**config.mk**
```make
export PLATFORM = sky130hd
export DESIGN_NAME = output_layer
export DESIGN_NICKNAME = d
export VERILOG_FILES = /design/src/rtl/output_layer.sv
export SDC_FILE = /design/constraint.sdc
export NUM_CORES = 1
export LEC_CHECK = 0
export ABC_CLOCK_PERIOD_IN_PS = 5160
export CORE_MARGIN = 2
export CORE_UTILIZATION = 53
export DETAILED_ROUTE_END_ITERATION = 16
export MAX_ROUTING_LAYER = met4
export PLACE_DENSITY_LB_ADDON = 0.1
export SLEW_MARGIN = 25
export SYNTH_ARGS = -nofsm -noshare
export SYNTH_HDL_FRONTEND = slang
export SYNTH_SLANG_ARGS = --single-unit
```
**constraint.sdc**
```tcl
create_clock -name clk -period 5.16 [get_ports clk]
set_input_delay 0.774 -clock clk [delete_from_list [all_inputs] [get_ports clk]]
set_output_delay 0.774 -clock clk [all_outputs]
set_load 0.05 [all_outputs]
```
**src/rtl/output_layer.sv**
```systemverilog
// output_layer -- collects a frame of 8-bit pixels row by row and writes each
// row to memory as one AXI4 INCR burst of 64-bit beats.
//
// Ports:
//   clk, reset_n                 clock, asynchronous active-low reset
//   Start                        start-frame pulse (sampled only in IDLE)
//   axi_address                  frame base byte address (8-byte aligned)
//   allocated_space_per_row      byte stride between consecutive rows
//   output_layer_row_size        pixels per row (1..64)
//   output_layer_col_size        rows per frame
//   output_layer_data/valid/rdy  pixel stream in (transfer on valid & rdy)
//   done                         one-cycle frame-complete pulse
//   error                        sticky error (bad row size, optional bresp)
//   M_axi_aw* / M_axi_w* / M_axi_b*  AXI4 write master channels
//
// Optional feature: define OUTPUT_LAYER_BRESP_CHECK_EN to make a non-OKAY
// write response set the sticky error flag (the frame still completes).
module output_layer #(
    parameter int C_S_AXI_ID_WIDTH   = 3,
    parameter int C_S_AXI_ADDR_WIDTH = 32,
    parameter int C_S_AXI_DATA_WIDTH = 64,
    parameter int C_S_AXI_BURST_LEN  = 8
) (
    input  logic                            clk,
    input  logic                            reset_n,
    input  logic                            Start,
    input  logic [31:0]                     axi_address,
    input  logic [15:0]                     allocated_space_per_row,
    input  logic [6:0]                      output_layer_row_size,
    input  logic [7:0]                      output_layer_col_size,
    input  logic [7:0]                      output_layer_data,
    input  logic                            output_layer_valid,
    output logic                            output_layer_rdy,
    output logic                            done,
    output logic                            error,
    output logic [C_S_AXI_ID_WIDTH-1:0]     M_axi_awid,
    output logic [C_S_AXI_ADDR_WIDTH-1:0]   M_axi_awaddr,
    output logic [7:0]                      M_axi_awlen,
    output logic [2:0]                      M_axi_awsize,
    output logic [1:0]                      M_axi_awburst,
    output logic                            M_axi_awlock,
    output logic [3:0]                      M_axi_awcache,
    output logic [2:0]                      M_axi_awprot,
    output logic [3:0]                      M_axi_awqos,
    output logic                            M_axi_awvalid,
    input  logic                            M_axi_awready,
    output logic [C_S_AXI_DATA_WIDTH-1:0]   M_axi_wdata,
    output logic [C_S_AXI_DATA_WIDTH/8-1:0] M_axi_wstrb,
    output logic                            M_axi_wlast,
    output logic                            M_axi_wvalid,
    input  logic                            M_axi_wready,
    input  logic [C_S_AXI_ID_WIDTH-1:0]     M_axi_bid,
    input  logic [1:0]                      M_axi_bresp,
    input  logic                            M_axi_bvalid,
    output logic                            M_axi_bready
);

    typedef enum logic [2:0] {IDLE, FILL, AW, W, B, DONE} state_t;

    state_t state_q, state_d;

    logic [6:0]  row_size_q, row_size_d;
    logic [7:0]  col_size_q, col_size_d;
    logic [31:0] base_q, base_d;
    logic [15:0] stride_q, stride_d;
    logic [7:0]  row_q, row_d;
    logic [6:0]  k_q, k_d;          // byte index within the current row
    logic [2:0]  beat_q, beat_d;    // beat index within the current burst
    logic        error_q, error_d;
    logic        rdy_q, rdy_d;
    logic        done_q, done_d;
    logic        awvalid_q, awvalid_d;
    logic        wvalid_q, wvalid_d;
    logic        bready_q, bready_d;
    logic [C_S_AXI_ADDR_WIDTH-1:0] awaddr_q, awaddr_d;
    logic [7:0]  awlen_q, awlen_d;

    // Row buffer: one 64-bit word per beat, no reset needed.
    logic [C_S_AXI_BURST_LEN-1:0][C_S_AXI_DATA_WIDTH-1:0] buf_q, buf_d;

    logic [6:0]  row_m1;
    logic [31:0] row_off;
    logic [7:0]  last_strb;
    logic [7:0]  wstrb_c;
    logic [63:0] wword;
    logic [63:0] wdata_c;

    // bid is never checked; bresp only with the response check enabled.
    logic unused_ok;
    assign unused_ok = ^{M_axi_bid, M_axi_bresp};

    assign row_m1  = row_size_q - 7'd1;
    assign row_off = 32'(row_q) * 32'(stride_q);
    // Final beat carries lanes 0..row_m1[2:0]; all higher lanes unstrobed.
    assign last_strb = 8'hFF >> (3'd7 - row_m1[2:0]);

    always_comb begin
        state_d    = state_q;
        row_size_d = row_size_q;
        col_size_d = col_size_q;
        base_d     = base_q;
        stride_d   = stride_q;
        row_d      = row_q;
        k_d        = k_q;
        beat_d     = beat_q;
        error_d    = error_q;
        awaddr_d   = awaddr_q;
        awlen_d    = awlen_q;
        buf_d      = buf_q;

        case (state_q)
            IDLE: begin
                if (Start) begin
                    row_size_d = output_layer_row_size;
                    col_size_d = output_layer_col_size;
                    base_d     = axi_address;
                    stride_d   = allocated_space_per_row;
                    row_d      = 8'd0;
                    k_d        = 7'd0;
                    error_d    = 1'b0;
                    if (output_layer_row_size > 7'd64) begin
                        error_d = 1'b1;
                        state_d = DONE;
                    end else if (output_layer_row_size == 7'd0 ||
                                 output_layer_col_size == 8'd0) begin
                        state_d = DONE;
                    end else begin
                        state_d = FILL;
                    end
                end
            end
            FILL: begin
                if (output_layer_valid && rdy_q) begin
                    buf_d[k_q[5:3]][{k_q[2:0], 3'b000} +: 8] = output_layer_data;
                    if (k_q == row_m1) begin
                        awaddr_d = C_S_AXI_ADDR_WIDTH'(base_q + row_off);
                        awlen_d  = {5'd0, row_m1[5:3]};
                        state_d  = AW;
                    end else begin
                        k_d = k_q + 7'd1;
                    end
                end
            end
            AW: begin
                if (awvalid_q && M_axi_awready) begin
                    beat_d  = 3'd0;
                    state_d = W;
                end
            end
            W: begin
                if (wvalid_q && M_axi_wready) begin
                    if (beat_q == awlen_q[2:0]) state_d = B;
                    else                        beat_d  = beat_q + 3'd1;
                end
            end
            B: begin
                if (bready_q && M_axi_bvalid) begin
`ifdef OUTPUT_LAYER_BRESP_CHECK_EN
                    if (M_axi_bresp != 2'b00) error_d = 1'b1;
`endif
                    if (row_q == col_size_q - 8'd1) begin
                        state_d = DONE;
                    end else begin
                        row_d   = row_q + 8'd1;
                        k_d     = 7'd0;
                        state_d = FILL;
                    end
                end
            end
            DONE:    state_d = IDLE;
            default: state_d = IDLE;
        endcase

        // Handshake outputs are registered decodes of the next state.
        rdy_d     = (state_d == FILL);
        awvalid_d = (state_d == AW);
        wvalid_d  = (state_d == W);
        bready_d  = (state_d == B);
        done_d    = (state_d == DONE);
    end

    always_ff @(posedge clk or negedge reset_n) begin
        if (!reset_n) begin
            state_q    <= IDLE;
            row_size_q <= '0;
            col_size_q <= '0;
            base_q     <= '0;
            stride_q   <= '0;
            row_q      <= '0;
            k_q        <= '0;
            beat_q     <= '0;
            error_q    <= 1'b0;
            rdy_q      <= 1'b0;
            done_q     <= 1'b0;
            awvalid_q  <= 1'b0;
            wvalid_q   <= 1'b0;
            bready_q   <= 1'b0;
            awaddr_q   <= '0;
            awlen_q    <= '0;
        end else begin
            state_q    <= state_d;
            row_size_q <= row_size_d;
            col_size_q <= col_size_d;
            base_q     <= base_d;
            stride_q   <= stride_d;
            row_q      <= row_d;
            k_q        <= k_d;
            beat_q     <= beat_d;
            error_q    <= error_d;
            rdy_q      <= rdy_d;
            done_q     <= done_d;
            awvalid_q  <= awvalid_d;
            wvalid_q   <= wvalid_d;
            bready_q   <= bready_d;
            awaddr_q   <= awaddr_d;
            awlen_q    <= awlen_d;
        end
    end

    always_ff @(posedge clk) begin
        buf_q <= buf_d;
    end

    // Write data path is gated by wvalid_q so it reads zero under reset.
    always_comb begin
        wword   = buf_q[beat_q];
        wstrb_c = 8'h00;
        if (wvalid_q) wstrb_c = (beat_q == awlen_q[2:0]) ? last_strb : 8'hFF;
        wdata_c = '0;
        for (int i = 0; i < 8; i++) begin
            if (wstrb_c[i]) wdata_c[8*i +: 8] = wword[8*i +: 8];
        end
    end

    assign output_layer_rdy = rdy_q;
    assign done             = done_q;
    assign error            = error_q;

    assign M_axi_awid    = '0;
    assign M_axi_awaddr  = awaddr_q;
    assign M_axi_awlen   = awlen_q;
    assign M_axi_awsize  = 3'b011;
    assign M_axi_awburst = 2'b01;
    assign M_axi_awlock  = 1'b0;
    assign M_axi_awcache = 4'b0011;
    assign M_axi_awprot  = 3'b000;
    assign M_axi_awqos   = 4'b0000;
    assign M_axi_awvalid = awvalid_q;

    assign M_axi_wdata  = wdata_c;
    assign M_axi_wstrb  = wstrb_c;
    assign M_axi_wlast  = wvalid_q && (beat_q == awlen_q[2:0]);
    assign M_axi_wvalid = wvalid_q;
    assign M_axi_bready = bready_q;

endmodule

```
== Word level (Yosys, flattened, before mapping) ==
Cells that the tools add are included.

* Bits in latches: 0
* Bits in registers: 637
* Input port bits: 83
* RAM bits: 0
* Memories: 0
* ROM bits: 0
* Word-level logic and storage cells: 120

* Magnitude comparators: 4
* Reductions and logical operators: 19
* Mux-type cells: 41
* Divide/modulo/power cells: 0
* Add/sub/neg operators: 8
* Shifts and indexed selects: 3
* Equal/unequal tests: 20
* Bitwise gates (word level): 0
* Multipliers: 1

{| class="wikitable"
|+ Operator list
! operator !! count
|-
| $bwmux 512 || 1
|-
| $bmux 64 s3 || 1
|-
| $demux 64 s3 || 1
|-
| $mux 64 || 2
|-
| $mux 8 || 13
|-
| $shift 8x8->64 const A || 1
|-
| $shiftx 8x8->64 || 1
|-
| $mux 3 || 13
|-
| $mux 7 || 5
|-
| $add 32x24->32 || 1
|-
| $mul 8x16->24 || 1
|-
| $pmux 7 s3 || 1
|-
| $ne 2x2->1 const B || 8
|-
| $pmux 8 s2 || 1
|-
| $pmux 3 s5 || 1
|-
| $eq 3x2->1 const B || 4
|-
| $eq 3x3->1 const B || 3
|-
| $add 8x1->8 const B || 1
|-
| $eq 8x8->1 || 1
|-
| $logic_not 8->1 || 1
|-
| $lt 3x4->1 const B || 2
|-
| $neg 6->8 || 1
|-
| $reduce_and 4->1 || 2
|-
| $shr 8x3->8 const A || 1
|-
| other kinds (21) || 29
|}

== Logic depth before layout (Yosys ltp) ==
* Depth after elaboration: 7
* Mapped depth: 21

== Worst setup path before layout ==
Ideal clock, no wire load.

* Kind: reg-to-reg
* Start: register row_q[0]
* End: register awaddr_q[31] (netlist: M_axi_awaddr[31])
* Path slack: -68 ps
* Cell stages (with the launch flop): 20
* Data arrival time: 5144 ps
* Clock period less this slack: 5228 ps
* Cells stage by stage: dfrtp_1 -> clkbuf_1 -> buf_1 -> nand2_1 -> fa_1 -> inv_1 -> fa_1 -> fa_1 -> inv_1 -> fa_1 -> inv_1 -> ha_1 -> a21oi_1 -> o21ai_0 -> o21ai_0 -> nand3_1 -> o41ai_1 -> a2111oi_0 -> xnor2_1 -> o21ai_0

* Cells in the longest elaborated chain, start to end: 2

{| class="wikitable"
|+ Ends and longest elaborated chain
! item !! line !! text
|-
| from (decl) || 66 || <nowiki>logic [7:0] row_q, row_d;</nowiki>
|-
| from (signal assigned) || 206 || <nowiki>row_q <= row_d;</nowiki>
|-
| $mul 8x16->24 || 93 || <nowiki>assign row_off = 32'(row_q) * 32'(stride_q);</nowiki>
|-
| $add 32x24->32 || 136 || <nowiki>awaddr_d = C_S_AXI_ADDR_WIDTH'(base_q + row_off);</nowiki>
|-
| to (signal assigned) || 215 || <nowiki>awaddr_q <= awaddr_d;</nowiki>
|-
| to (decl) || 75 || <nowiki>logic [C_S_AXI_ADDR_WIDTH-1:0] awaddr_q, awaddr_d;</nowiki>
|}

No other way between the ends.
A chain may end at the register's enable or synchronous reset.

== Worst setup path in the final report ==
* Start: register stride_q[14]
* End: register awaddr_q[30] (netlist: M_axi_awaddr[30])

* Cells in the longest elaborated chain, start to end: 2

{| class="wikitable"
|+ Ends and longest elaborated chain
! item !! line !! text
|-
| from (decl) || 65 || <nowiki>logic [15:0] stride_q, stride_d;</nowiki>
|-
| from (signal assigned) || 205 || <nowiki>stride_q <= stride_d;</nowiki>
|-
| $mul 8x16->24 || 93 ||
|-
| $add 32x24->32 || 136 ||
|}

No other way between the ends.

==> metrics <==
Detail Placement HPWL 49800 um; CORE AREA 57600 um2; Pins Over Slew Limit 0; min-delay worst type primary input to async pin; gr usage total 0.256; clock transition at the registers of the reported paths 0.06 ns; Final nets 2635; outcome finished, final reports clean; CP Class flop to flop; # IOs 222; fin crit share 0.959; Yosys warning total 0; Worst-Skew Late Latency 0.60 ns; grt total ovfl 0; routed vias 17900; Tot Pwr 15.0 mW; vias in the first global route 18300; Initial Utilization 0.535; CTS tree done; element type at the critical path end flop; FP Rows 88; initial drt markers 1293; Slew @ Worst Pin 1.01 ns; commonest non-fill, non-tap cell in the layout edfxtp_1; maxcap violations 0; Leakage 13.7 nW; worst rel slew slack 0.325; Mapped Area 30800 um2; Yosys reg bits 637; Final Hold Viols 0; Synth Flop Type edfxtp_1; DR WL/cell 22.7 um; die area 60100 um2; Tmin final 4.95 ns; CP startpoint kind flop; Async SR Flop Fraction 0.196; Hold Buf Count CTS 0; final worst slack 0.209 ns; drt pass-1 iters 5; WP data arrival 5.42 ns; RSZ-0062 raised after global routing no; Routed Antenna Nets 0; VDD IR max 0.000330 V; global-route wire length before repair 111000 um; Seq/Total Area, Yosys 0.600; Gate Count Post-Synth 2116; Port Buffers 191; maximum achievable frequency 202 MHz; routed vias/inst 5.61; DR DRC count 0; clk buf depth 3; Routability Congestion 0.872; Area growth, synth to finish 17.3%; die height 245 um; Root Buffer clkbuf_16; Clock Skews 0.0232 ns; Synth cell types 64; final wirelength 72600 um; Power per Cell Area 415 nW/um2; largest net degree at the start of global routing 131; pre-CTS setup slack -0.0386 ns; share of cells above drive strength 1 0.173; H-tree levels 3; initial antenna violation count 5; crit-path max FO 6; Die X 245 um; EDFF count, synth 512; most frequent cells in the layout 512 x edfxtp_1, 176 x inv_1, 176 x nor2_1, 172 x clkdlybuf4s50_1, 163 x nand2_1; required time of the critical path 5.63 ns; clock sink count 637; setup TNS 0 ns; final setup violation count 0; TritonCTS Buffers 66; Avg Cell Area, Syn 14.6 um2
logic make-up after synthesis:
logic type                 Yosys count  synth area share
DFF                                637             0.600
and+or+nand+nor                    592            0.0934
AOI/OAI and AO/OA                  132            0.0251
muxes                              238             0.131
other                                2          0.000244
xor gates and xnor gates            60            0.0184
buffers and inverters              290            0.0388
adders and majority gates          165            0.0928
final cells by class:
cell class              instances  area (um2)
diodes                          3        7.51
clock buffers                  85        1750
clock inverters                27         273
fillers                      4273       21400
inverters                     176         661
multi-input cells            1212       11300
flip-flops and latches        637       18500
well taps                     765         957
repair buffers                294        2690
synth_stat cells, types with 3 or more instances:
master    number  area (um2)
edfxtp_1     512       15400
nor2_1       177         664
inv_1        176         661
nand2_1      164         616
mux4_2       128        2880
dfrtp_1      125        3130
and2_1       117         732
fa_1         106        2120
o21ai_0       74         370
mux2i_1       67         671
ha_1          59         738
clkbuf_1      58         218
mux2_2        42         473
and3_1        38         238
xnor2_1       32         280
buf_4         27         203
xor2_1        25         219
buf_1         24        90.1
a21oi_1       22         110
nand3_1       17        85.1
nor3_1        16        80.1
nor2b_1       13        81.3
nand4_1        9        56.3
nor4_1         8        50.1
a211oi_1       6        45.0
nand2b_1       6        37.5
nor3b_1        6        45.0
a21o_1         4        30.0
buf_2          4        20.0
a31oi_1        3        18.8
nand4b_1       3        26.3
nor4b_1        3        26.3
o31ai_1        3        22.5
xnor3_1        3        67.6
per-layer routing:
metal / global-route usage / wire length [um] / vias to the layer above
met5: - / 0 / -
met2: 0.417 / 36700 / 524
li1: - / - / 8061
met1: 0.340 / 30300 / 9269
met4: 0.0628 / 1560 / 0
met3: 0.0398 / 4120 / 95
per-stage QoR:
step | hold slack, ns | cells | instance area, um2 | util
6_report | 0.220 | 3199 | 36100 | 0.628
5_1_grt | 0.283 | 3199 | 36100 | 0.628
4_1_cts | 0.243 | 3194 | 36000 | 0.626
3_5_place_dp | 0.469 | 3082 | 34000 | 0.591
3_3_place_gp | 0.468 | 3082 | 34000 | 0.591
2_1_floorplan | 0.478 | 2139 | 30900 | -
sequential cells by signal (all words and copies together) (netlist names), 3 cells and up:
signal and cells:
M_axi_awaddr 32, beat_q 3, row_size_q 7, state_q 3
k_q 7, base_q 32, col_size_q 8, stride_q 16
M_axi_awlen 3, buf_q 512, row_q 8
path summary, 6_finish.rpt:
check                                 start               end  slack, ns  depth (start not counted)
setup reg to reg               stride_q[14]  M_axi_awaddr[30]       0.21                         19
hold / removal                      reset_n         base_q[9]       0.22                          1
min in group clk           M_axi_awaddr[17]  M_axi_awaddr[17]       0.48                          2
setup / recovery               stride_q[14]  M_axi_awaddr[30]       0.21                         19
max in group asynchronous           reset_n          row_q[6]       3.83                          2
hold reg to reg            M_axi_awaddr[17]  M_axi_awaddr[17]       0.48                          2
timing repair:
| item | in CTS | in global routing |
|---|---|---|
| pin swaps | 0 | 6 |
| buffers inserted | 0 | 2 |
| gates resized for setup | 2 | 31 |
| setup endpoints to repair | 2 | 14 |
critical path, stage by stage (launching register included):
cell and delay [ns]:
dfrtp_2 0.45, buf_4 0.18, and2_1 0.17, fa_1 0.52
fa_1 0.44, fa_1 0.49, inv_1 0.05, fa_1 0.47
inv_1 0.05, ha_1 0.31, buf_4 0.17, o21ai_0 0.07
nor2_1 0.08, o41a_1 0.37, nand4b_1 0.27, a311oi_1 0.27
buf_4 0.18, nor2_1 0.05, xnor2_1 0.13, o21ai_0 0.09
power by group:
| group | switching, mW | internal [mW] | leakage [nW] |
|---|---|---|---|
| Sequential | 0.479 | 6.08 | 6.38 |
| Clock | 1.93 | 2.61 | 0.990 |
| Combinational | 2.46 | 1.47 | 6.28 |
Power figures use the tool's default switching activity.
